[src/rtl/reflet_cpu_core_if.sv]
// Memory bus between the Reflet core and its synchronous memory.
// Read data is valid the cycle after addr is presented.
interface reflet_cpu_core_if #(
  parameter int unsigned WORDSIZE = 8
);
  logic [WORDSIZE-1:0] addr;
  logic [WORDSIZE-1:0] data_out;
  logic [WORDSIZE-1:0] data_in;
  logic                write_en;

  modport master (
    output addr,
    output data_out,
    output write_en,
    input  data_in
  );

  modport slave (
    input  addr,
    input  data_out,
    input  write_en,
    output data_in
  );
endinterface

[src/rtl/reflet_cpu_core.sv]
// Multi-cycle accumulator CPU: FETCH -> EXEC [-> MEM], with a one-cycle INT state
// that pushes PC and vectors to 4*(i+1) for edge-triggered external interrupts.
module reflet_cpu_core #(
  parameter int unsigned WORDSIZE = 8
) (
  input  logic              clk,
  input  logic              reset,
  input  logic              enable,
  reflet_cpu_core_if.master mem,
  input  logic [3:0]        ext_int,
  output logic              quit,
  output logic              debug
);
  localparam int unsigned ShW = $clog2(WORDSIZE);

  typedef logic [WORDSIZE-1:0] word_t;
  typedef enum logic [2:0] {StFetch, StExec, StMem, StInt, StHalt} state_e;

  localparam word_t One = word_t'(1);

  state_e     state_q, state_d;
  word_t      regs_q [16];
  word_t      regs_d [16];
  logic [7:0] instr_q, instr_d;
  logic [3:0] ext_q, pending_q, pending_d, irq_hit, irq_clr;
  logic [1:0] irq_idx;
  logic       in_isr_q, in_isr_d, quit_q, quit_d, debug_q, debug_d;

  word_t      wr, sp, pc, rx, pc_next, addr, data_out;
  logic       write_en;
  logic [7:0] cur;
  logic [3:0] op, x;

  assign wr = regs_q[0];
  assign sp = regs_q[13];
  assign pc = regs_q[14];

  // EXEC decodes straight off the bus; MEM works from the latched copy.
  assign cur = (state_q == StExec) ? mem.data_in[7:0] : instr_q;
  assign op  = cur[7:4];
  assign x   = cur[3:0];
  assign rx  = regs_q[x];

  assign irq_hit = pending_q & regs_q[12][7:4];

  always_comb begin
    irq_idx = 2'd0;
    for (int i = 3; i >= 0; i--) begin
      if (irq_hit[i]) irq_idx = 2'(i);
    end
  end

  always_comb begin
    state_d  = state_q;
    regs_d   = regs_q;
    instr_d  = instr_q;
    in_isr_d = in_isr_q;
    quit_d   = quit_q;
    debug_d  = 1'b0;
    irq_clr  = '0;
    addr     = pc;
    data_out = '0;
    write_en = 1'b0;
    pc_next  = pc + One;

    unique case (state_q)
      StFetch: state_d = (!in_isr_q && |irq_hit) ? StInt : StExec;
      StInt: begin
        addr              = sp - One;
        data_out          = pc;
        write_en          = 1'b1;
        regs_d[13]        = sp - One;
        regs_d[14]        = word_t'({({1'b0, irq_idx} + 3'd1), 2'b00});
        irq_clr[irq_idx]  = 1'b1;
        in_isr_d          = 1'b1;
        state_d           = StFetch;
      end
      StExec: begin
        instr_d = cur;
        state_d = StFetch;
        unique case (op)
          4'h0: begin
            case (x)
              4'h1: if (regs_q[12][0]) pc_next = wr;
              4'h2: begin
                addr       = sp - One;
                data_out   = pc + One;
                write_en   = 1'b1;
                regs_d[13] = sp - One;
                pc_next    = wr;
              end
              4'h3, 4'h5, 4'h6: begin
                addr    = sp;
                pc_next = pc;
                state_d = StMem;
              end
              4'h4: begin
                addr       = sp - One;
                data_out   = wr;
                write_en   = 1'b1;
                regs_d[13] = sp - One;
              end
              4'h7: regs_d[12][0] = ~regs_q[12][0];
              4'h8: debug_d = 1'b1;
              4'h9: begin
                quit_d  = 1'b1;
                pc_next = pc;
                state_d = StHalt;
              end
              default: ;
            endcase
          end
          4'h1: regs_d[0] = word_t'(x);
          4'h2: regs_d[0] = rx;
          4'h3: if (x == 4'he) pc_next = wr; else regs_d[x] = wr;
          4'h4: regs_d[0] = wr + rx;
          4'h5: regs_d[0] = wr - rx;
          4'h6: regs_d[0] = wr & rx;
          4'h7: regs_d[0] = wr | rx;
          4'h8: regs_d[0] = wr ^ rx;
          4'h9: if (x == 4'he) pc_next = ~rx; else regs_d[x] = ~rx;
          4'ha: regs_d[0] = wr << rx[ShW-1:0];
          4'hb: regs_d[0] = wr >> rx[ShW-1:0];
          4'hc: regs_d[12][0] = (wr == rx);
          4'hd: regs_d[12][0] = (wr < rx);
          4'he: begin
            addr     = rx;
            data_out = wr;
            write_en = 1'b1;
          end
          4'hf: begin
            addr    = rx;
            pc_next = pc;
            state_d = StMem;
          end
        endcase
        regs_d[14] = pc_next;
      end
      StMem: begin
        state_d = StFetch;
        if (op == 4'hf) begin
          addr       = rx;
          regs_d[0]  = mem.data_in;
          regs_d[14] = pc + One;
        end else begin
          addr       = sp;
          regs_d[13] = sp + One;
          if (x == 4'h5) begin
            regs_d[0]  = mem.data_in;
            regs_d[14] = pc + One;
          end else begin
            regs_d[14] = mem.data_in;
            if (x == 4'h6) in_isr_d = 1'b0;
          end
        end
      end
      StHalt: ;
      default: state_d = StFetch;
    endcase

    // Frozen: hold everything; in EXEC keep PC on the bus so the instruction stays readable.
    if (!enable) begin
      state_d  = state_q;
      regs_d   = regs_q;
      instr_d  = instr_q;
      in_isr_d = in_isr_q;
      quit_d   = quit_q;
      irq_clr  = '0;
      debug_d  = 1'b0;
      write_en = 1'b0;
      if (state_q == StExec) addr = pc;
    end

    regs_d[15] = '0;
    pending_d  = (pending_q & ~irq_clr) | (ext_int & ~ext_q);
  end

  always_ff @(posedge clk or posedge reset) begin
    if (reset) begin
      state_q   <= StFetch;
      for (int i = 0; i < 16; i++) regs_q[i] <= '0;
      instr_q   <= '0;
      ext_q     <= '0;
      pending_q <= '0;
      in_isr_q  <= 1'b0;
      quit_q    <= 1'b0;
      debug_q   <= 1'b0;
    end else begin
      state_q   <= state_d;
      regs_q    <= regs_d;
      instr_q   <= instr_d;
      ext_q     <= ext_int;
      pending_q <= pending_d;
      in_isr_q  <= in_isr_d;
      quit_q    <= quit_d;
      debug_q   <= debug_d;
    end
  end

  assign mem.addr     = addr;
  assign mem.data_out = data_out;
  assign mem.write_en = write_en;
  assign quit         = quit_q;
  assign debug        = debug_q;
endmodule

[src/flat_wrapper.sv]
// flat-port wrapper written by rule: the top's interface ports become plain ports
module reflet_cpu_core_flat 
#(
  parameter int unsigned WORDSIZE = 8
)
  (clk, reset, enable, ext_int, quit, debug, mem_addr, mem_data_out, mem_write_en, mem_data_in);
  reflet_cpu_core_if #(.WORDSIZE(WORDSIZE)) mem_i ();
  input  logic clk;
  input  logic reset;
  input  logic enable;
  input  logic [3:0] ext_int;
  output logic quit;
  output logic debug;
  output wire logic [$bits(mem_i.addr)-1:0] mem_addr;
  output wire logic [$bits(mem_i.data_out)-1:0] mem_data_out;
  output wire logic [$bits(mem_i.write_en)-1:0] mem_write_en;
  input wire logic [$bits(mem_i.data_in)-1:0] mem_data_in;
  assign mem_addr = mem_i.addr;
  assign mem_data_out = mem_i.data_out;
  assign mem_write_en = mem_i.write_en;
  assign mem_i.data_in = mem_data_in;
  reflet_cpu_core #(.WORDSIZE(WORDSIZE)) u_core (.clk(clk), .reset(reset), .enable(enable), .mem(mem_i), .ext_int(ext_int), .quit(quit), .debug(debug));
endmodule
[config.mk]
export PLATFORM = sky130hd
export DESIGN_NAME = reflet_cpu_core_flat
export DESIGN_NICKNAME = d
export VERILOG_FILES = /design/src/rtl/reflet_cpu_core_if.sv /design/src/rtl/reflet_cpu_core.sv /design/src/flat_wrapper.sv
export SDC_FILE = /design/constraint.sdc
export NUM_CORES = 1
export LEC_CHECK = 0
export CAP_MARGIN = 0
export CORE_ASPECT_RATIO = 0.75
export CORE_MARGIN = 1.5
export CORE_UTILIZATION = 35
export DETAILED_ROUTE_END_ITERATION = 8
export HOLD_SLACK_MARGIN = 0.03
export PLACE_DENSITY = 0.48
export SKIP_LAST_GASP = 1
export SLEW_MARGIN = 20
export SYNTH_ARGS = -nofsm -noshare
export SYNTH_HDL_FRONTEND = slang
export SYNTH_SLANG_ARGS = --single-unit
[constraint.sdc]
create_clock -name clk -period 8.47 [get_ports clk]
set_input_delay 1.694 -clock clk [delete_from_list [all_inputs] [get_ports clk]]
set_output_delay 1.694 -clock clk [all_outputs]
set_load 0.05 [all_outputs]
==> results.ini <==
[worst_setup_path]
worstRegToRegCells=15
critPathCaptureType=output pin
worstSetupPathType=input port to output pin
rrSetupSlack_ns=2.18
worst_setup_path_start_kind=input port
worst-endpoint-required_ns=6.78
reg2reg_to=u_core.wr[7]$_DFFE_PP0P_
crit_path_max_fanout=16
worst_endpoint_data_arrival_time_ns=5.81
worst_r2r_startpoint=u_core.state_q[1]$_DFFE_PP0P_

[timing]
grt_setup_unrepaired=no
clock_skew_ns=0.00816
worst_hold_slack_ns=0.424
fin_crit_sh_pct=88.6
finalHoldViolCount=0
totalNegativeSetupSlack_ns=0
maxClockFrequency_mhz=133
tightestPinTransition_ns=1.16
report.final.slew_viol_count=0
min_period_ns=7.50
timing.final.setup_violations=0
relSlewSlack_pct=22.1

[clock_tree]
cts_setup_buffers=0
clkSlewWorstSetupHoldPaths_ns=0.07
worstSkewPairLatency_ns=0.45
hold_fix_buffers_at_cts=0
root_buffer=sky130_fd_sc_hd__clkbuf_16
post_cts_resize_count=0
numCtsBuffers=17
cts.htree.levels=4
clk_path_buf_depth=2
cts_tree=built
tritoncts_num_sinks=142

[worst_hold_path]
hp-start=u_core.ext_q[1]$_DFF_PP0_
worstHoldPathCells=1
timing.hold.worst.class=flip-flop to flip-flop
hold-path-endpoint=u_core.pending_q[1]$_DFF_PP0_

[place]
port_buffers=33
dp.final_hpwl_um=38900
place_congestion=1.01

[logic_synthesis]
synth-warning-count=0
seq_area_frac_synth_pct=29.5
syn-num-nets=1484
synthDistinctLibCells=90
synthCells=1444
synth-edff-count=0
async_reset_ff_share_pct=100
synth_flop_type=sky130_fd_sc_hd__dfrtp_1
synth-seq-cells=142
syn-cell-area_um2=12100
avgSynthCellArea_um2=8.35

[global_route]
first_global_vias=11700
all_layer_global_routing_usage_pct=30.3
wire_length_of_the_first_global_routing_pass_um=79500
antenna_found_initial=0
grt_max_degree=74
overflow_after_grt=0

[floorplan]
floorplan.die.height_um=164
starting_utilization_of_the_core_area_pct=35.7
number_of_primary_i_o_pins=34
dieArea_um2=35600
core.rowCount=58
die_width_um=217
core_region_area_um2=33700

[drt]
drt-total-wl_um=53500
first_pass_iters=6
ant_nets=0
drc=0
wl_per_cell_um=28.3
dr.first_iter.drc_count=1693
number_of_vias_in_the_routed_layout=12300
vias_per_cell=6.49

[status]
outcome=finished, final reports clean

[pwr]
vdd_drop_max_mv=0.175
p_leak_nw=5.55
power_per_cell_area_nw_per_um2=488

[finish]
drive_gt1_share_pct=15.6
nets=1467
area_delta_synth_final_pct=11.3
antennaDiodeCount=0

[job]
max-cap-violations=0

-- where the power goes --
group	switching [mW]	leakage (nW)	internal, mW
Clock	0.358	0.301	0.449
Combinational	3.06	3.43	1.45
Sequential	0.352	1.82	0.871
Total	3.77	5.55	2.77
-- layer usage --
layer | GRT usage [%] | wire (µm)
met1 | 45.9 | 24800
met2 | 41.1 | 21200
met3 | 8.13 | 6100
met4 | 8.90 | 1400
met5 | 0 | 0
-- metrics by stage --
step	cell area (µm²)	setup slack, ns	std cells	util, %	power (mW)
floorplan	12100	2.26	1444	-	4.04
global placement	12800	1.18	1857	37.8	5.54
detailed placement	12800	1.09	1857	37.8	5.51
CTS	13400	1.04	1889	39.7	6.35
global route	13400	0.798	1890	39.7	6.85
finish	13400	0.970	1890	39.7	6.54
-- layout by cell type (no fill, tap or decap), drive strengths merged, types with 21 or more instances in the layout --
master,count
inv,63
o21ai,97
ha,24
o22ai,21
nor3,45
nand3,31
mux2,103
nor2,115
nand2,136
a21oi,112
a211oi,33
mux2i,75
a22oi,26
dfrtp,142
a31oi,22
nand2b,29
buf,50
clkdlybuf4s50,30
-- worst max-delay path, cell delays in order --
cell                              delay (ns)
sky130_fd_sc_hd__clkdlybuf4s50_1        0.84
sky130_fd_sc_hd__nand2b_1               0.18
sky130_fd_sc_hd__mux2i_1                0.27
sky130_fd_sc_hd__and2_1                 0.36
sky130_fd_sc_hd__a222oi_1               0.37
sky130_fd_sc_hd__o2111ai_2              0.45
sky130_fd_sc_hd__inv_1                  0.38
sky130_fd_sc_hd__a221oi_1               0.14
sky130_fd_sc_hd__a21oi_1                0.25
sky130_fd_sc_hd__clkdlybuf4s50_1        0.84
-- sequential cells by signal (all words and copies together), names as in the netlist --
register and cells:
u_core.pending_q 4, u_core.state_q 3, u_core.regs_q 96, u_core.ext_q 4, u_core.quit 1, u_core.pc 8
u_core.wr 8, u_core.instr_q 8, u_core.debug 1, u_core.in_isr_q 1, u_core.sp 8
-- kinds of logic (layout without fill, tap and decap cells) --
logic type	count (synthesis)	after routing	share of synthesized area (%)
AND/OR/NAND/NOR	461	461	19.3
multiplexers	179	179	16.3
buffers and inverters	173	169	6.26
flip-flops	142	142	29.5
XOR/XNOR	17	17	1.24
AO/OA/AOI/OAI	447	447	24.8
adder cells (fa/ha/maj)	25	25	2.66
-- worst max path at each step --
stage          slack [ns]           start  depth (start not counted)          end
4_1_cts              1.04  mem_data_in[2]                         10  mem_addr[3]
5_1_grt              0.80  mem_data_in[2]                         11  mem_addr[5]
3_3_place_gp         1.18  mem_data_in[1]                         12  mem_addr[0]
6_report             0.97  mem_data_in[2]                         10  mem_addr[3]
3_5_place_dp         1.09  mem_data_in[2]                         11  mem_addr[5]
2_1_floorplan        2.26  mem_data_in[0]                         12  mem_addr[1]
-- synth_stat cells (all sizes together), types with 16 or more instances --
cell type / number / area (µm²)
a211oi: 33 / 263
a21oi: 112 / 579
a22oi: 26 / 200
a31oi: 22 / 138
and2: 16 / 101
buf: 53 / 304
clkbuf: 63 / 236
dfrtp: 142 / 3550
ha: 24 / 300
inv: 56 / 210
mux2: 103 / 1160
mux2i: 75 / 778
nand2: 136 / 510
nand2b: 29 / 181
nand3: 31 / 155
nor2: 115 / 450
nor3: 45 / 267
o21ai: 97 / 489
o221ai: 18 / 158
o22ai: 21 / 131
-- cell type report --
class	instances	area [µm²]
clock buffer	17	425
clock inverter	15	196
fill	3452	20300
inverter	57	219
multi-input combinational	1129	7770
sequential	142	3550
tap	450	563
timing repair buffer	80	677
No activity file was read; power rests on OpenSTA's default activity.
